**config.mk**
```make
export PLATFORM = sky130hd
export DESIGN_NAME = dv_frame_packer_flat
export DESIGN_NICKNAME = d
export VERILOG_FILES = /design/src/rtl/dv_frame_packer_if.sv /design/src/rtl/dv_frame_packer.sv /design/src/flat_wrapper.sv
export SDC_FILE = /design/constraint.sdc
export NUM_CORES = 1
export LEC_CHECK = 0
export ABC_AREA = 1
export BUFFER_PORTS_ARGS = -buffer_cell sky130_fd_sc_hd__buf_4
export CAP_MARGIN = 20
export CORE_MARGIN = 1
export CORE_UTILIZATION = 45
export DETAILED_ROUTE_END_ITERATION = 10
export SLEW_MARGIN = 20
export SYNTH_ARGS = -nofsm -noshare
export SYNTH_HDL_FRONTEND = slang
export SYNTH_SLANG_ARGS = --single-unit
```
**constraint.sdc**
```tcl
create_clock -name sclk -period 2.75 [get_ports sclk]
set_clock_uncertainty 0.05 [all_clocks]
set_input_delay 0.825 -clock sclk [delete_from_list [all_inputs] [get_ports sclk]]
set_output_delay 0.825 -clock sclk [all_outputs]
set_load 0.02 [all_outputs]
```
**src/rtl/dv_frame_packer_if.sv**
```systemverilog
// dv_frame_packer_if: framed output word stream with valid/ready handshake.
// The master drives the word and its frame tags; the slave returns ready.
interface dv_frame_packer_if #(
  parameter int DW = 8
);
  logic          valid;
  logic          ready;
  logic [DW-1:0] data;
  logic          sof;
  logic          eof;

  modport master (output valid, data, sof, eof, input ready);
  modport slave  (input valid, data, sof, eof, output ready);
endinterface

```
**src/rtl/dv_frame_packer.sv**
```systemverilog
// dv_frame_packer: groups accepted dv bytes into FRAME_LEN-byte frames held in a
// store-and-forward FIFO. Writes advance a speculative pointer; a frame becomes
// visible only when its last byte commits. A frame hit by overflow is rolled back
// and dropped whole.
// Optional feature macro: CHECKSUM_EN appends one mod-256 sum word per frame.
//
// state | meaning
// FILL  | accepting bytes of the current frame into the FIFO
// DROP  | discarding the remainder of a frame that overflowed
module dv_frame_packer #(
  parameter int FRAME_LEN  = 4,
  parameter int FIFO_DEPTH = 8,
  parameter int DW         = 8
) (
  input  logic              sclk,
  input  logic              rst,
  input  logic              i_dv,
  input  logic [DW-1:0]     i_data,
  dv_frame_packer_if.master m_if,
  output logic              o_ovf,
  output logic [15:0]       o_frame_cnt,
  output logic [7:0]        o_drop_cnt
);
  localparam int AW = $clog2(FIFO_DEPTH);
  localparam int PW = AW + 1;
  localparam int BW = $clog2(FRAME_LEN);
  localparam int EW = DW + 2;
  localparam logic [BW-1:0] LAST    = BW'(FRAME_LEN - 1);
  localparam logic [PW-1:0] DEPTH_P = PW'(FIFO_DEPTH);

  typedef enum logic {FILL, DROP} state_t;

  state_t        state;
  logic [EW-1:0] mem [FIFO_DEPTH];
  logic [PW-1:0] wr_ptr, cm_ptr, rd_ptr;
  logic [BW-1:0] bcnt;
  logic [PW-1:0] used;
  logic [PW-1:0] wr_ptr_adv;
  logic          last_byte;
  logic          has_space;
  logic          fill_wr;
  logic          rd_fire;
  logic [EW-1:0] rd_word;

  // Occupancy includes uncommitted words so a partial frame cannot overrun unread data.
  assign used      = wr_ptr - rd_ptr;
  assign last_byte = (bcnt == LAST);

`ifdef CHECKSUM_EN
  logic [DW-1:0] sum;
  logic [DW-1:0] sum_next;
  logic [PW-1:0] wr_ptr_p1;

  assign sum_next   = sum + i_data;
  assign wr_ptr_p1  = wr_ptr + PW'(1);
  // The last byte lands together with its checksum word, so it needs two free slots.
  assign has_space  = last_byte ? (used <= (DEPTH_P - PW'(2))) : (used < DEPTH_P);
  assign wr_ptr_adv = last_byte ? (wr_ptr + PW'(2)) : wr_ptr_p1;
`else
  assign has_space  = (used < DEPTH_P);
  assign wr_ptr_adv = wr_ptr + PW'(1);
`endif

  assign fill_wr = (state == FILL) && i_dv && has_space;

  // First-word-fall-through read side; valid depends only on registered pointers.
  assign rd_word    = mem[rd_ptr[AW-1:0]];
  assign m_if.valid = (rd_ptr != cm_ptr);
  assign m_if.data  = rd_word[DW-1:0];
  assign m_if.eof   = rd_word[DW];
  assign m_if.sof   = rd_word[DW+1];
  assign rd_fire    = m_if.valid & m_if.ready;

  // FIFO storage: entries are {sof, eof, data}; cleared on reset so outputs read 0.
  always_ff @(posedge sclk) begin
    if (rst) begin
      for (int i = 0; i < FIFO_DEPTH; i++) begin
        mem[i] <= '0;
      end
    end else if (fill_wr) begin
`ifdef CHECKSUM_EN
      mem[wr_ptr[AW-1:0]] <= {(bcnt == '0), 1'b0, i_data};
      if (last_byte) begin
        mem[wr_ptr_p1[AW-1:0]] <= {1'b0, 1'b1, sum_next};
      end
`else
      mem[wr_ptr[AW-1:0]] <= {(bcnt == '0), last_byte, i_data};
`endif
    end
  end

  // Frame FSM, pointers and status counters.
  always_ff @(posedge sclk) begin
    if (rst) begin
      state       <= FILL;
      wr_ptr      <= '0;
      cm_ptr      <= '0;
      rd_ptr      <= '0;
      bcnt        <= '0;
      o_ovf       <= 1'b0;
      o_frame_cnt <= '0;
      o_drop_cnt  <= '0;
`ifdef CHECKSUM_EN
      sum         <= '0;
`endif
    end else begin
      if (rd_fire) begin
        rd_ptr <= rd_ptr + PW'(1);
      end
      if (i_dv) begin
        case (state)
          FILL: begin
            if (has_space) begin
              wr_ptr <= wr_ptr_adv;
              if (last_byte) begin
                bcnt        <= '0;
                cm_ptr      <= wr_ptr_adv;
                o_frame_cnt <= o_frame_cnt + 16'd1;
`ifdef CHECKSUM_EN
                sum         <= '0;
`endif
              end else begin
                bcnt <= bcnt + BW'(1);
`ifdef CHECKSUM_EN
                sum  <= sum_next;
`endif
              end
            end else begin
              o_ovf  <= 1'b1;
              wr_ptr <= cm_ptr;
`ifdef CHECKSUM_EN
              sum    <= '0;
`endif
              if (last_byte) begin
                bcnt <= '0;
                if (o_drop_cnt != 8'hFF) o_drop_cnt <= o_drop_cnt + 8'd1;
              end else begin
                bcnt  <= bcnt + BW'(1);
                state <= DROP;
              end
            end
          end
          DROP: begin
            if (last_byte) begin
              bcnt  <= '0;
              state <= FILL;
              if (o_drop_cnt != 8'hFF) o_drop_cnt <= o_drop_cnt + 8'd1;
            end else begin
              bcnt <= bcnt + BW'(1);
            end
          end
          default: state <= FILL;
        endcase
      end
    end
  end
endmodule

```
**src/flat_wrapper.sv**
```systemverilog
// flat-port wrapper written by rule: the top's interface ports become plain ports
module dv_frame_packer_flat 
#(
  parameter int FRAME_LEN  = 4,
  parameter int FIFO_DEPTH = 8,
  parameter int DW         = 8
)
  (sclk, rst, i_dv, i_data, o_ovf, o_frame_cnt, o_drop_cnt, m_if_valid, m_if_data, m_if_sof, m_if_eof, m_if_ready);
  dv_frame_packer_if #(.DW(DW)) m_if_i ();
  input  logic sclk;
  input  logic rst;
  input  logic i_dv;
  input  logic [DW-1:0] i_data;
  output logic o_ovf;
  output logic [15:0] o_frame_cnt;
  output logic [7:0] o_drop_cnt;
  output wire logic [$bits(m_if_i.valid)-1:0] m_if_valid;
  output wire logic [$bits(m_if_i.data)-1:0] m_if_data;
  output wire logic [$bits(m_if_i.sof)-1:0] m_if_sof;
  output wire logic [$bits(m_if_i.eof)-1:0] m_if_eof;
  input wire logic [$bits(m_if_i.ready)-1:0] m_if_ready;
  assign m_if_valid = m_if_i.valid;
  assign m_if_data = m_if_i.data;
  assign m_if_sof = m_if_i.sof;
  assign m_if_eof = m_if_i.eof;
  assign m_if_i.ready = m_if_ready;
  dv_frame_packer #(.FRAME_LEN(FRAME_LEN), .FIFO_DEPTH(FIFO_DEPTH), .DW(DW)) u_core (.sclk(sclk), .rst(rst), .i_dv(i_dv), .i_data(i_data), .m_if(m_if_i), .o_ovf(o_ovf), .o_frame_cnt(o_frame_cnt), .o_drop_cnt(o_drop_cnt));
endmodule
```
== After elaboration in Yosys (flattened, before gate mapping) ==
Memories as Yosys holds them, arrays and structs flattened. A register that Yosys moved wholly into a read port is not among the register bits.
Cells that the tools add are included.
Widths: inputs -> output; s select.

* Bits in latches: 0
* Flip-flop bits (word level): 40
* Memory bits (writable): 80
* Logic and storage cells: 50
* Input bits: 12
* Bits in read-only memories: 0
* Memories kept: 1

* Eq/ne operators: 4
* Mux-type cells: 19
* Add/sub/neg operators: 6
* Reduce and logical (&&, ||, !) cells: 8
* $lt $le $gt $ge: 1
* Divide/modulo/power cells: 0
* Bitwise logic cells: 3
* Shift operators: 0
* Multiply operators: 0

{| class="wikitable"
|+ Memory list
! name !! depth !! bits a word !! read ports !! clocked after Yosys merged registers in !! write ports !! line !! text
|-
| u_core.mem || 8 || 10 || 1 || 1 || 8 || dv_frame_packer.sv:34 || <nowiki>logic [EW-1:0] mem [FIFO_DEPTH];</nowiki>
|}

{| class="wikitable"
|+ Operator list
! kind !! count
|-
| $mux 8 || 3
|-
| $add 16x1->16 const B || 1
|-
| $pmux 8 s2 || 1
|-
| $mux 10 || 1
|-
| $reduce_or 10->1 || 1
|-
| $mux 3 || 3
|-
| $add 4x1->4 const B || 2
|-
| $add 8x1->8 const B || 1
|-
| $mux 1 || 8
|-
| $ne 8x8->1 const B || 1
|-
| $lt 4x4->1 const B || 1
|-
| $mux 4 || 1
|-
| $ne 4x4->1 || 1
|-
| $reduce_and 2->1 || 2
|-
| $reduce_and 4->1 || 1
|-
| $sub 4x4->4 || 1
|-
| $reduce_and 3->1 || 1
|-
| $add 2x1->2 const B || 1
|-
| $eq 2x2->1 const B || 1
|-
| $logic_and 1x1->1 || 2
|-
| $logic_not 2->1 || 1
|-
| $mux 2 || 1
|-
| $ne 2x2->1 const B || 1
|-
| $not 1->1 || 2
|-
| 2 further kinds || 2
|}

== Longest topological paths before layout ==
Gate-level depths: netlist of the first run.

* Depth in word-level cells: 8
* Gate-level depth with buffers: 14
* Mapped depth without buffers: 13

== Worst setup path after synthesis of the first run ==
OpenSTA, ideal clock, no wires.

* Path kind: in2reg
* From: in i_dv
* To: mem u_core.mem[1][0] (netlist name), enable pin
* Slack: 318 ps
* Path buffers: 2
* Cell stages on the path: 10
* Arrival time: 2042 ps
* Setup time: 340 ps
* Cell sequence: buf_2 > inv_2 > nor2_1 > inv_2 > nor2_8 > nand2_4 > nor2_4 > nand2_2 > buf_6 > nand2_1

{| class="wikitable"
|+ RTL lines
! element !! line !! text
|-
| start, declared || flat_wrapper.sv:12 || <nowiki>input logic i_dv;</nowiki>
|-
| end, declared || dv_frame_packer.sv:34 ||
|}

==> results of run 1 <==
## cells by family after synthesis
group | count (synthesis) | synth area share
flip-flops | 123 | 0.5415
AND/OR/NAND/NOR | 388 | 0.2689
buffers and inverters | 93 | 0.06956
adder cells (fa/ha/maj) | 8 | 0.01661
AO/OA/AOI/OAI | 75 | 0.07579
XOR/XNOR | 19 | 0.02762
## area by class of cell
type                            count  area (µm²)  area share
Multi-Input combinational cell    490        2389      0.3340
Tap cell                          172       215.2     0.03010
Inverter                           60       225.2     0.03150
Clock buffer                       23       478.0     0.06684
Timing Repair Buffer               67       530.5     0.07419
Clock inverter                      9       48.80    0.006824
Sequential cell                   123        3264      0.4565
## worst reg2reg max path: stages, from the launching register on
cell and delay [ps]:
dfxtp_1 340, inv_1 50, ha_1 320, a21oi_2 270, nand2_4 90, nand2_4 70
nand2_4 60, nor2_8 120, nand2_4 80, nor2_4 180, nand2_2 70, nand2_1 350
## metrics by stage
stage	util	setup slack (ps)
4_1_cts	0.5545	2.480
3_5_place_dp	0.5107	276.3
5_1_grt	0.5576	4.806
6_report	0.5576	101.6
3_3_place_gp	0.5107	309.9
2_1_floorplan	-	318.1
## sequential cells by signal, summed over array words and instances (netlist names), named ones only
signal / count
u_core.o_frame_cnt: 16
u_core.wr_ptr: 4
u_core.rd_ptr: 4
u_core.mem: 80
u_core.o_ovf: 1
u_core.o_drop_cnt: 8
u_core.cm_ptr: 4
u_core.state: 1
u_core.bcnt: 2
## where the power goes
part | internal [µW] | switching, µW
Sequential | 2080 | 61.8
Clock | 1210 | 769
Combinational | 389 | 720
## per-layer routing
metal | part of all wire | vias up
met5 | 0 | -
met4 | 0.015 | 0
met2 | 0.50 | 120
met1 | 0.44 | 2288
met3 | 0.041 | 17
li1 | - | 2407
## placed cells by master (no fill, tap or decap), types with 2 or more instances in the layout
cell type	synthesis	routed
nand2_1	156	156
xnor2_1	2	2
ha_1	8	8
clkinv_1	2	3
xor2_1	17	17
nor3_1	2	2
clkbuf_8	0	3
buf_4	1	63
nor2_1	176	176
clkinv_2	0	6
dfxtp_1	43	42
nand2_4	5	5
o32ai_2	0	6
nand3_1	23	23
o21ai_0	24	24
nand4_1	11	11
nor2_4	2	2
clkbuf_1	19	3
nand3b_1	2	2
inv_1	53	52
inv_2	5	6
o32ai_1	20	14
nand2_2	9	9
clkbuf_16	0	17
a21oi_1	29	29
edfxtp_1	80	80
buf_6	8	2
clkinvlp_4	0	2
## what timing repair did
action | CTS | global route
pin swaps | 0 | 0
endpoints found under the setup margin | 10 | 10
resized for setup | 7 | 8
## worst max-delay path by stage
stage	start	cells past startpoint	slack, ps	endpoint
2_1_floorplan	i_dv	10	320	u_core.mem[1][0]
3_3_place_gp	i_dv	9	310	u_core.mem[1][3]
3_5_place_dp	i_dv	9	280	u_core.mem[1][2]
4_1_cts	flip-flop	7	2	m_if_eof
5_1_grt	flip-flop	6	5	m_if_data[6]
6_report	flip-flop	6	100	m_if_data[0]
==> metrics.md, run 1 <==
| Metric | Value |
|---|---|
| Status | `finished, final reports clean` |
| M1 GR Usage | `0.2540` |
| TritonCTS Buffers | `17` |
| Final setup fails | `0` |
| M2 GR Usage | `0.3555` |
| Tcrit/Tclk final | `0.9631` |
| Die H | `117.7 µm` |
| Clock Latency Late Sink | `around 400 ps` |
| PortBufs | `47` |
| Worst R2R Setup Slack | `about 350 ps` |
| R2R depth | `11` |
| DR iter-0 viols | `279` |
| Type of the most critical hold path | `flip-flop to flip-flop` |
| Share of the synthesized area in the top cell type | `0.3987` |
| Post-CTS Hold Buffers | `0` |
| FFs w/ async S/R, synth | `0` |
| Via count | `between 4k and 5k` |
| CP dominant cell by count | `nand2_1` |
| Drt first pass iters | `6` |
| Cell count after synthesis | `just over 700` |
| WP data required | `around 1900 ps` |
| Flops & latches, synth | `about 120` |
| ANT cells | `0` |
| Hold slack | `around 420 ps` |
| Worst r2r src | `u_core.rd_ptr[2]` |
| Avg Cell Area, Syn | `around 8.5 µm²` |
| Design Area, Final | `slightly above 0.007 mm²` |
| Post-route DRC | `0` |
| GPL Wtd Cong | `around 0.86` |
| H-tree Lvls | `4` |
| CTS sink cnt | `123` |
| Worst-path clk slew | `50 ps` |
| GR peak layer | `met2` |
| Max Cap Viol | `0` |
| Ys flop type | `edfxtp_1` |
| Lkg Pwr | `between 0.003 and 0.004 µW` |
| Critical path, cell by cell | `buf_12 -> nor2_1 -> o32ai_2 -> nand2_1 -> nand2_1 -> buf_4` |
| Total gr overflow | `0` |
| First-pass GRT wire length | `22.53 mm` |
| Setup Crit Path Kind | `flip-flop to primary output` |
| WL final | `13.85 mm` |
| Post-DP HPWL | `between 9 and 10 mm` |
| WP data arrival | `between 1500 and 2000 ps` |
| Setup crit start kind | `flip-flop` |
| Antenna viol nets, final | `0` |
| Delay-heaviest family, CP | `flip-flops` |
| Site Rows | `about 40` |
| Die Footprint | `0.01386 mm²` |
| Proportion of layout cells with a drive suffix above 1 | `0.1645` |
| PwrDens | `about 730 mW/mm²` |
| Placed inst area | `0.006550 mm²` |
| Synthesized area | `between 0.006 and 0.007 mm²` |
| Final Hold Fails | `0` |
| DIE WIDTH | `roughly 120 µm` |
| WHS Path Cells | `1` |
| Sequential element share of the synthesized area | `0.5415` |
| Worst slew pin tran | `649.0 ps` |
| Hold path endpoint | `u_core.o_ovf` |
| Global Route Usage Sum | `0.2083` |
| Area grow syn2layout | `18.67%` |
| IO Count | `48` |
| Crit-path max FO | `35` |
| Routed len/inst | `about 15 µm` |
| Rel. slew slack | `0.5668` |
| Final Critical Period | `about 2600 ps` |
| Synth unique cells | `28` |
| Final TNS setup | `0 ps` |
| Unrepaired setup endpoints after global routing | `false` |
| Inst Count DP | `912` |
| Worst path slowest cell | `dfxtp_2` |
| Root buf cell | `clkbuf_16` |
| Fin nets | `779` |
| Worst r2r dst | `u_core.mem[1][0]` |
| Postcts setup bufs | `0` |
| Dominant cells by area after synthesis | `edfxtp_1 40%, dfxtp_1 14%, nor2_1 11%` |
| Pwr Total | `~5200 µW` |
| Met3 usage | `0.04942` |
| Synth top cells by count | `176 x nor2_1, 156 x nand2_1, 80 x edfxtp_1, 53 x inv_1, 43 x dfxtp_1` |
| Initial antenna violation count | `0` |
| Buffers plus inverters on the worst setup path | `2` |
| Max VDD drop | `about 0.5 mV` |
| Starting Density | `0.4699` |
| Max-slew violations | `0` |
| Vias in the first global route | `4577` |
| Min-delay src | `u_core.o_ovf` |
| CTS tree | `yes` |
| Crit end category | `primary output` |
| Routed vias/inst | `slightly above 5` |
| Clock Tree Buf Depth | `2` |
| Core area | `~0.013 mm²` |
| Fill cell count | `approximately 1.2k` |
| CP max stage delay | `a little over 400 ps` |
| Synth area leader | `edfxtp_1` |
| Fin cells | `between 900 and 1k` |
| Maximum clock rate | `~380 MHz` |
| Count leader, synth | `nor2_1` |
| Largest net degree at the start of global routing | `about 40` |
| Yosys warning count | `0` |
| Mapped Nets | `slightly above 700` |
| Post-synth EDFFs | `80` |
No activity file was read; power rests on OpenSTA's default activity.
==> run 2: changes to the inputs <==
SETUP_SLACK_MARGIN = 0.5   (was default)
==> run 2 against run 1 <==
Net effect: die area unchanged; final cell count is 1.4% higher; sequential power about the same; non-clock buffer count increased by 7; routed wire length up 16%; register-to-register slack improved by 160 ps; final area is 9.1% higher; clock-buffer cell count shrank 5; flip-flop and latch count did not move; worst setup slack improved by 8.8 ps; highest routed layer unchanged.
==> metrics.md, run 2 (synthesized netlist as in run 1, its figures left out) <==
| Metric | Value |
|---|---|
| Total gr overflow | `0` |
| Hold path endpoint | `u_core.o_ovf` |
| Maximum clock rate | `378.9 MHz` |
| Max Cap Viol | `0` |
| Placed inst area | `about 0.0065 mm²` |
| Most flop-heavy register | `u_core.mem` |
| Site Rows | `between 40 and 50` |
| Fill cell count | `1119` |
| Unrepaired setup endpoints after global routing | `true` |
| WP data required | `1880 ps` |
| Status | `finished, final reports clean` |
| Starting Density | `0.4699` |
| PortBufs | `47` |
| IO Count | `between 40 and 50` |
| Critical path, cell by cell | `clkinv_4 -> clkbuf_16 -> nor2_1 -> o32ai_1 -> nand2_1 -> nand2_1 -> buf_4` |
| Worst r2r dst | `u_core.mem[0][9]` |
| Worst R2R Setup Slack | `between 500 and 600 ps` |
| Max-slew violations | `0` |
| WHS Path Cells | `1` |
| PwrDens | `between 700 and 800 mW/mm²` |
| TritonCTS Buffers | `17` |
| Commonest non-fill, non-tap cell in the layout | `nor2_1` |
| Post-Route Utilization | `0.6081` |
| Via count | `5031` |
| WP data arrival | `roughly 1800 ps` |
| CTS tree | `yes` |
| Type of the most critical hold path | `flip-flop to flip-flop` |
| Die Footprint | `about 0.014 mm²` |
| Pwr Total | `6010 µW` |
| H-tree Lvls | `4` |
| Worst r2r src | `u_core.wr_ptr[1]` |
| Largest regs | `u_core.mem x80, u_core.o_frame_cnt x16, u_core.o_drop_cnt x8` |
| Setup Crit Path Kind | `flip-flop to primary output` |
| Design Area, Final | `between 0.007 and 0.008 mm²` |
| Worst path slowest cell | `dfxtp_4` |
| Worst-path clk slew | `~50 ps` |
| CP max stage delay | `around 370 ps` |
| Clock Latency Late Sink | `around 420 ps` |
| Drt first pass iters | `5` |
| First-pass GRT wire length | `between 20 and 25 mm` |
| Delay-heaviest family, CP | `buffers and inverters` |
| Largest net degree at the start of global routing | `41` |
| Final Hold Fails | `0` |
| CTS sink cnt | `123` |
| Setup crit start kind | `flip-flop` |
| Post-CTS Hold Buffers | `0` |
| Proportion of layout cells with a drive suffix above 1 | `0.2268` |
| Largest register FFs | `80` |
| GPL Wtd Cong | `about 0.96` |
| Lkg Pwr | `0.003280 µW` |
| CP dominant cell by count | `nand2_1` |
| Hold slack | `around 420 ps` |
| Min-delay src | `u_core.o_ovf` |
| Crit end category | `primary output` |
| Post-route DRC | `0` |
| Clock Tree Buf Depth | `2` |
| Routed vias/inst | `between 5 and 6` |
| WL final | `16.13 mm` |
| Global Route Usage Sum | `0.2279` |
| Routed len/inst | `~17 µm` |
| Crit-path max FO | `10` |
| Vias in the first global route | `approximately 4.6k` |
| Root buf cell | `clkbuf_16` |
| Antenna viol nets, final | `0` |
| Final setup fails | `0` |
| Core area | `0.01282 mm²` |
| Most frequent cells in the layout | `165 x nor2_1, 148 x nand2_1, 80 x edfxtp_1` |
| Buffers plus inverters on the worst setup path | `3` |
| DIE WIDTH | `about 120 µm` |
| ANT cells | `0` |
| Final Critical Period | `2640 ps` |
| Rel. slew slack | `0.4350` |
| R2R depth | `13` |
| Initial antenna violation count | `0` |
| Worst slew pin tran | `844.4 ps` |
| Max VDD drop | `between 0.6 and 0.7 mV` |
| Die H | `117.7 µm` |
| DR iter-0 viols | `~450` |
| Post-DP HPWL | `~10 mm` |
| Tcrit/Tclk final | `0.9598` |
| Area grow syn2layout | `29.42%` |
| Fin nets | `around 790` |
==> run 2: changes by cell type in the layout (fill, tap and decap cells not counted), sizes merged <==
cell / change
buf: +4
bufinv: +5
inv: -2
clkbuf: -2
nand2: +6
clkinv: -1
clkinvlp: +3
==> run 2: report_power, final <==
| group | leakage (µW) | switching [µW] | internal, µW |
|---|---|---|---|
| combinational | 0.00180 | 860 | 583 |
| sequential | 0.00118 | 72.7 | 2090 |
| clock | 0.000294 | 816 | 1590 |
==> run 2: routing by layer <==
layer  part of all wire  track usage
met1               0.45       0.3181
met2               0.48       0.3507
met3              0.068      0.05233
met5                  0            0
met4             0.0089      0.07051
==> run 2: through the flow <==
step	setup slack [ps]	cells	setup TNS (ps)
floorplan	521.9	706	0
global placement	309.2	899	0
detailed placement	264.1	899	0
CTS	186.2	935	0
global route	-16.21	957	-16.21
finish	110.4	957	0
==> run 2: final cells by class <==
class	instances	area, µm²	share of cell area
flip-flops and latches	123	3286	0.4213
multi-input cells	496	2736	0.3509
repair buffers	74	696.9	0.08936
clock buffers	18	429.2	0.05503
inverters	60	234.0	0.03000
well taps	172	215.2	0.02760
clock inverters	14	201.4	0.02583
==> run 2: worst register-to-register path: cells and delay by family (launching register included) <==
family | cells | cell delay [ps]
adders and majority gates | 1 | 230
buffers and inverters | 2 | 190
DFF | 1 | 420
and+or+nand+nor | 10 | 1040
==> run 2: worst max-delay path by stage <==
stage / cells past startpoint / slack, ps / from / endpoint
2_1_floorplan: 10 / 520 / i_dv / u_core.mem[1][0]
3_3_place_gp: 9 / 310 / i_dv / u_core.mem[1][2]
3_5_place_dp: 9 / 260 / i_dv / u_core.mem[7][7]
4_1_cts: 7 / 190 / flip-flop / m_if_data[1]
5_1_grt: 7 / -20 / flip-flop / m_if_data[0]
6_report: 7 / 110 / flip-flop / m_if_data[0]
==> run 2: repair_timing <==
item / 4_1_cts / 5_1_grt
setup endpoints to repair: 163 / 108
setup buffers: 2 / 14
resized for setup: 30 / 50
cloned: 2 / 8
pin swaps: 3 / 14
